===== src/rtl/mist_io_pkg.sv =====
// Shared definitions for the MiST data_io helper blocks (upload/download sides).
package mist_io_pkg;

  localparam logic [7:0] NVRAM_INDEX = 8'hFF;

  typedef enum logic [2:0] {
    ST_IDLE,
    ST_HOLD,
    ST_FETCH,
    ST_READY,
    ST_DRAIN
  } upload_state_e;

  function automatic logic [7:0] pick_byte(input logic [15:0] word, input logic hi);
    return hi ? word[15:8] : word[7:0];
  endfunction

endpackage


===== src/rtl/toggle_req_port.sv =====
// Toggle-handshake memory request port: owns mem_req, the registered mem_ack
// compare and the outstanding flag so it can be shared with the download path.
module toggle_req_port #(
  parameter int WAW = 15
) (
  input  logic           clk,
  input  logic           reset,
  input  logic           start,
  input  logic [WAW-1:0] start_addr,
  input  logic           mem_ack,
  output logic           mem_req,
  output logic [WAW-1:0] mem_addr,
  output logic           outstanding
);

  logic           req_q, req_d;
  logic           ack_q, ack_d;
  logic [WAW-1:0] addr_q, addr_d;

  // A start while a request is still in flight is dropped, never re-toggled.
  always_comb begin
    req_d  = req_q;
    addr_d = addr_q;
    ack_d  = mem_ack;
    if (start && !outstanding) begin
      req_d  = ~req_q;
      addr_d = start_addr;
    end
  end

  always_ff @(posedge clk) begin
    if (reset) begin
      req_q  <= 1'b0;
      ack_q  <= 1'b0;
      addr_q <= '0;
    end else begin
      req_q  <= req_d;
      ack_q  <= ack_d;
      addr_q <= addr_d;
    end
  end

  assign mem_req     = req_q;
  assign mem_addr    = addr_q;
  assign outstanding = req_q ^ ack_q;

endmodule


===== src/rtl/ioctl_upload_reader.sv =====
// Serves data_io uploads for one ioctl_index by reading bytes from a 16-bit
// toggle-handshake memory port, holding the core paused for the whole transfer.
module ioctl_upload_reader
  import mist_io_pkg::*;
#(
  parameter logic [7:0] INDEX  = NVRAM_INDEX,
  parameter int         AW     = 16,
  parameter int         SETTLE = 16
) (
  input  logic          clk_sys,
  input  logic          reset,
  input  logic          ioctl_upload,
  input  logic [7:0]    ioctl_index,
  input  logic [AW-1:0] ioctl_addr,
  input  logic          ioctl_rd,
  output logic [7:0]    ioctl_din,
  output logic          mem_req,
  input  logic          mem_ack,
  output logic [AW-2:0] mem_addr,
  input  logic [15:0]   mem_q,
  output logic          core_hold,
  output logic          busy,
  output logic          overrun
);

  upload_state_e state_q, state_d;
  logic [15:0]   cnt_q, cnt_d;
  logic [7:0]    din_q, din_d;
  logic          hold_q, hold_d;
  logic          busy_q, busy_d;
  logic          overrun_q, overrun_d;
  logic          buf_ok_q, buf_ok_d;
  logic [15:0]   word_buf_q, word_buf_d;
  logic [AW-2:0] tag_q, tag_d;

  logic          act;
  logic          drop;
  logic          port_start;
  logic          outstanding;
  logic [AW-2:0] rd_word;

  assign act     = ioctl_upload && (ioctl_index == INDEX);
  assign rd_word = ioctl_addr[AW-1:1];

  toggle_req_port #(
    .WAW(AW - 1)
  ) u_port (
    .clk        (clk_sys),
    .reset      (reset),
    .start      (port_start),
    .start_addr (rd_word),
    .mem_ack    (mem_ack),
    .mem_req    (mem_req),
    .mem_addr   (mem_addr),
    .outstanding(outstanding)
  );

  always_comb begin
    state_d    = state_q;
    cnt_d      = cnt_q;
    din_d      = din_q;
    hold_d     = hold_q;
    busy_d     = busy_q;
    overrun_d  = overrun_q;
    buf_ok_d   = buf_ok_q;
    word_buf_d = word_buf_q;
    tag_d      = tag_q;
    port_start = 1'b0;
    drop       = 1'b0;

    if (ioctl_rd && (state_q == ST_HOLD || state_q == ST_FETCH)) overrun_d = 1'b1;

    unique case (state_q)
      ST_IDLE: begin
        if (act) begin
          state_d   = ST_HOLD;
          hold_d    = 1'b1;
          busy_d    = 1'b1;
          overrun_d = 1'b0;
          cnt_d     = 16'(SETTLE - 1);
        end
      end
      ST_HOLD: begin
        if (!act) begin
          drop = 1'b1;
        end else if (cnt_q != '0) begin
          cnt_d = cnt_q - 16'd1;
        end else if (!outstanding) begin
          port_start = 1'b1;
          state_d    = ST_FETCH;
        end
      end
      // A read that arrived mid-fetch has already moved ioctl_addr, so a
      // word mismatch here chains straight into the next fetch.
      ST_FETCH: begin
        if (!act) begin
          drop = 1'b1;
        end else if (!outstanding) begin
          word_buf_d = mem_q;
          tag_d      = mem_addr;
          buf_ok_d   = 1'b1;
          if (rd_word != mem_addr) begin
            port_start = 1'b1;
          end else begin
            state_d = ST_READY;
            din_d   = pick_byte(mem_q, ioctl_addr[0]);
          end
        end
      end
      ST_READY: begin
        if (!act) begin
          drop = 1'b1;
        end else if (ioctl_rd && !(buf_ok_q && rd_word == tag_q)) begin
          port_start = 1'b1;
          state_d    = ST_FETCH;
        end else begin
          din_d = pick_byte(word_buf_q, ioctl_addr[0]);
        end
      end
      ST_DRAIN: drop = 1'b1;
      default:  state_d = ST_IDLE;
    endcase

    if (drop) begin
      if (outstanding) begin
        state_d = ST_DRAIN;
      end else begin
        state_d  = ST_IDLE;
        hold_d   = 1'b0;
        busy_d   = 1'b0;
        buf_ok_d = 1'b0;
      end
    end
  end

  always_ff @(posedge clk_sys) begin
    if (reset) begin
      state_q    <= ST_IDLE;
      cnt_q      <= '0;
      din_q      <= '0;
      hold_q     <= 1'b0;
      busy_q     <= 1'b0;
      overrun_q  <= 1'b0;
      buf_ok_q   <= 1'b0;
      word_buf_q <= '0;
      tag_q      <= '0;
    end else begin
      state_q    <= state_d;
      cnt_q      <= cnt_d;
      din_q      <= din_d;
      hold_q     <= hold_d;
      busy_q     <= busy_d;
      overrun_q  <= overrun_d;
      buf_ok_q   <= buf_ok_d;
      word_buf_q <= word_buf_d;
      tag_q      <= tag_d;
    end
  end

  assign ioctl_din = din_q;
  assign core_hold = hold_q;
  assign busy      = busy_q;
  assign overrun   = overrun_q;

endmodule


===== config.mk =====
export PLATFORM = sky130hd
export DESIGN_NAME = ioctl_upload_reader
export DESIGN_NICKNAME = d
export VERILOG_FILES = /design/src/rtl/mist_io_pkg.sv /design/src/rtl/toggle_req_port.sv /design/src/rtl/ioctl_upload_reader.sv
export SDC_FILE = /design/constraint.sdc
export NUM_CORES = 1
export LEC_CHECK = 0
export BUFFER_PORTS_ARGS = -buffer_cell sky130_fd_sc_hd__buf_2
export CAP_MARGIN = 15
export CORE_MARGIN = 2
export CORE_UTILIZATION = 40
export CTS_CLUSTER_DIAMETER = 30
export DETAILED_ROUTE_END_ITERATION = 10
export GPL_ROUTABILITY_DRIVEN = 0
export MAX_ROUTING_LAYER = met4
export PLACE_DENSITY = 0.6
export SLEW_MARGIN = 20
export SYNTH_ARGS = -nofsm -noshare
export SYNTH_HDL_FRONTEND = slang
export SYNTH_SLANG_ARGS = --single-unit

===== constraint.sdc =====
create_clock -name clk_sys -period 2.9 [get_ports clk_sys]
set_input_delay 0.725 -clock clk_sys [delete_from_list [all_inputs] [get_ports clk_sys]]
set_output_delay 0.725 -clock clk_sys [all_outputs]
set_load 0.01 [all_outputs]

==> impl_metrics.json <==
{
  "outcome": "complete, no violations",
  "critPathMostFrequentCell": "nor4_4",
  "remaining_drc_errors": 0,
  "met1_wl_um": 5420,
  "stdcell_area_mm2": 0.00507,
  "peakVddDrop_mv": 0.202,
  "clock_insertion_delay_worst_skew_ns": 0.37,
  "routed_wire_length_per_instance_um": 16.2,
  "area_growth_pct": 12.9,
  "io_buffer_count": 71,
  "min_path_type": "flip-flop to flip-flop",
  "synth_area_mm2": 0.00449,
  "clock_transition_time_at_the_flip_flop_clock_pins_of_the_worst_setup_and_hold_paths_ns": 0.08,
  "antenna_found_initial": 0,
  "routed-wl-met2_um": 5360,
  "leakagePower_uw": 0.00194,
  "track_usage_pct": 20.5,
  "synth.lib_cells_used.distinct": 52,
  "series_of_cell_instances_along_the_critical_path": "or4_4 -> nor4_4 -> a31oi_4 -> nor4_4 -> buf_12 -> mux2i_1 -> nand3_1",
  "start_util_pct": 41.2,
  "routed_wirelength_um": 11600,
  "placed_cell_area_mm2": 0.00484,
  "sequential_fraction_of_the_synthesis_area_pct": 35.2,
  "worst-endpoint-required_ns": 3.14,
  "tritoncts_num_sinks": 79,
  "grt-ovfl-total": 0,
  "drtPass1Iterations": 8,
  "timing.setup.tns_ns": 0,
  "worst-endpoint-arrival_ns": 2.64,
  "io-pin-count": 72,
  "final_ant_viol_nets": 0,
  "detailed_place_hpwl_um": 7790,
  "core_area_mm2": 0.0109,
  "vias_per_cell": 5.58,
  "max-cap-violations": 0,
  "cts.repair_timing.setup_buffer_count": 0,
  "fin_nets": 614,
  "end_kind": "flip-flop",
  "postSynthCellCount": 509,
  "postCtsHoldBufs": 0,
  "die_outline_area_mm2": 0.0121,
  "worst_hold_slack_ns": 0.452,
  "hold_viol_final": 0,
  "clock.fmax_mhz": 416,
  "synth_fp_nets": 556,
  "tritoncts": "done",
  "power_uw": 2460,
  "ys.warnings.count": 0,
  "route.top_layer_used": "met4",
  "worst_clock_skew_ns": 0.00868,
  "power_per_cell_area_mw_per_mm2": 485,
  "grt_first_pass_wirelength_um": 18600,
  "num_vias": 3976,
  "dr.first_iter.drc_count": 272,
  "post_cts_resized": 0,
  "floorplan.rows": 38,
  "critical_path_maximum_fanout": 32,
  "cts_made_buffers": 9,
  "worst-setup-path-type": "flip-flop to flip-flop",
  "slowest_stage": "or4_4",
  "post_synth.cell_area_avg_um2": 8.82,
  "setup_repair_after_global_routing_missed_its_margin": "no",
  "final_layout_size_suffix_gt1_share_pct": 22.6,
  "maxSlewHeadroom_pct": 50.6,
  "final_min_period_over_clock_period_pct": 82.9,
  "largest_net_degree_at_the_start_of_global_routing": 74,
  "ctsHtreeMaxLevel": 3,
  "period_needed_ns": 2.40,
  "clock_tree.root_cell": "clkbuf_8",
  "antenna_cells": 0,
  "dieWidth_um": 110,
  "wl_met3_um": 564,
  "cpLargestDelayFamily": "simple AND/OR/NAND/NOR gates",
  "final_max_slew_viol_count": 0,
  "postSynthRegisterBits": 79,
  "nFillCells": 1080,
  "worst_pin_slew_ns": 0.741,
  "layout.cells.most_common": "nand2_1",
  "cp-start-kind": "flip-flop",
  "setup-violations-final": 0,
  "max-clock-path-buffers": 2,
  "dieHeight_um": 110,
  "worstPathBufferInverterCount": 1,
  "grt_pass1_vias": 3719,
  "max_stage_delay_ns": 0.60,
  "final_cell_mix": "nand2_1, dfxtp_1, buf_2"
}
[Yosys cell counts (all sizes together)]
cell type     number  area, um^2
mux4               8         180
or2                3        18.8
o211a              3        30.0
inv                6        22.5
o31a               1        8.76
a211oi             2        15.0
nand3             21         105
ha                 2        25.0
a221o              1        10.0
mux2i             17         170
buf               10        76.3
a221oi             1        8.76
dlymetal6s2s       1        12.5
nand4b             1        8.76
and4b              1        11.3
nand2             88         330
xor2              23         201
or3                3        22.5
nand4             24         150
o21a               1        7.51
nor4b              1        8.76
a21oi             37         185
and2b              8        70.1
dfxtp             79        1580
nor3               8        40.0
o22ai              1        6.26
a311oi             3        43.8
nor4               9        86.3
o21ai              5        25.0
xnor2             19         166
o31ai              8        60.1
a21o               3        23.8
clkbuf            26         210
o211ai            10        75.1
nor3b             15         113
and4               1        8.76
dlygate4sd1        1        8.76
nor2              24        90.1
o2111ai           15         131
a31oi              4        40.0
or4                1        11.3
and3               2        12.5
nor2b             12        75.1
[cell type report]
type | instances | area (um^2) | share of cell area, %
Sequential cell | 79 | 1580 | 31.2
Clock buffer | 13 | 159 | 3.14
Multi-Input combinational cell | 386 | 2580 | 50.9
Timing Repair Buffer | 85 | 485 | 9.58
Inverter | 6 | 22.5 | 0.444
Clock inverter | 3 | 65.1 | 1.28
Tap cell | 140 | 175 | 3.46
[state kept, by name, indices dropped and copies added, names as in the netlist]
| register | cells |
|---|---|
| state_q | 3 |
| word_buf_q | 16 |
| u_port.mem_addr | 15 |
| u_port.ack_q | 1 |
| u_port.mem_req | 1 |
| tag_q | 15 |
| core_hold | 1 |
| ioctl_din | 8 |
| busy | 1 |
| cnt_q | 16 |
| buf_ok_q | 1 |
| overrun | 1 |
[worst register-to-register path, stage by stage (launching register included)]
cell and delay, ns:
dfxtp_1 0.37, or4_4 0.60, nor4_4 0.24, a31oi_4 0.19, nor4_4 0.27, buf_12 0.26, mux2i_1 0.25, nand3_1 0.10
[metrics by stage]
step / utilization (%) / cells / setup WS, ns
after floorplan: - / 509 / 0.262
after global placement: 44.5 / 696 / 0.290
after detailed placement: 44.5 / 696 / 0.231
after CTS: 46.5 / 712 / 0.481
after global routing: 46.5 / 712 / 0.376
final: 46.5 / 712 / 0.497
[kinds of logic after synthesis]
group	count (synthesis)	synth area share, %
compound gates	95	14.9
simple gates	222	25.9
xor+xnor	42	8.20
fa+ha+maj	2	0.557
flops	79	35.2
buf+inv	44	7.36
mux	25	7.81
[path summary, 6_finish.rpt]
kind         cells after the start  slack, ns                  startpoint                              end
min reg2reg                      2       0.45  word_buf_q[0]$_SDFFE_PP0P_       word_buf_q[0]$_SDFFE_PP0P_
min                              2       0.45  word_buf_q[0]$_SDFFE_PP0P_       word_buf_q[0]$_SDFFE_PP0P_
max                              7       0.50       cnt_q[5]$_SDFFE_PP0P_  u_port.mem_addr[9]$_SDFFE_PP0P_
max reg2reg                      7       0.50       cnt_q[5]$_SDFFE_PP0P_  u_port.mem_addr[9]$_SDFFE_PP0P_
[power breakdown]
part           total [uW]  leakage, uW  switching [uW]  internal, uW
sequential           1120     0.000636            26.8          1090
combinational         389      0.00119             258           132
clock                 949     0.000114             417           532
total                2460      0.00194             702          1760
[per-layer routing]
layer / vias up / GRT usage (%)
met2: 99 / 30.9
met4: 0 / 8.23
met1: 1906 / 27.3
met3: 15 / 3.50
li1: 1956 / -
met5: - / -
Power figures use the tool's default switching activity.
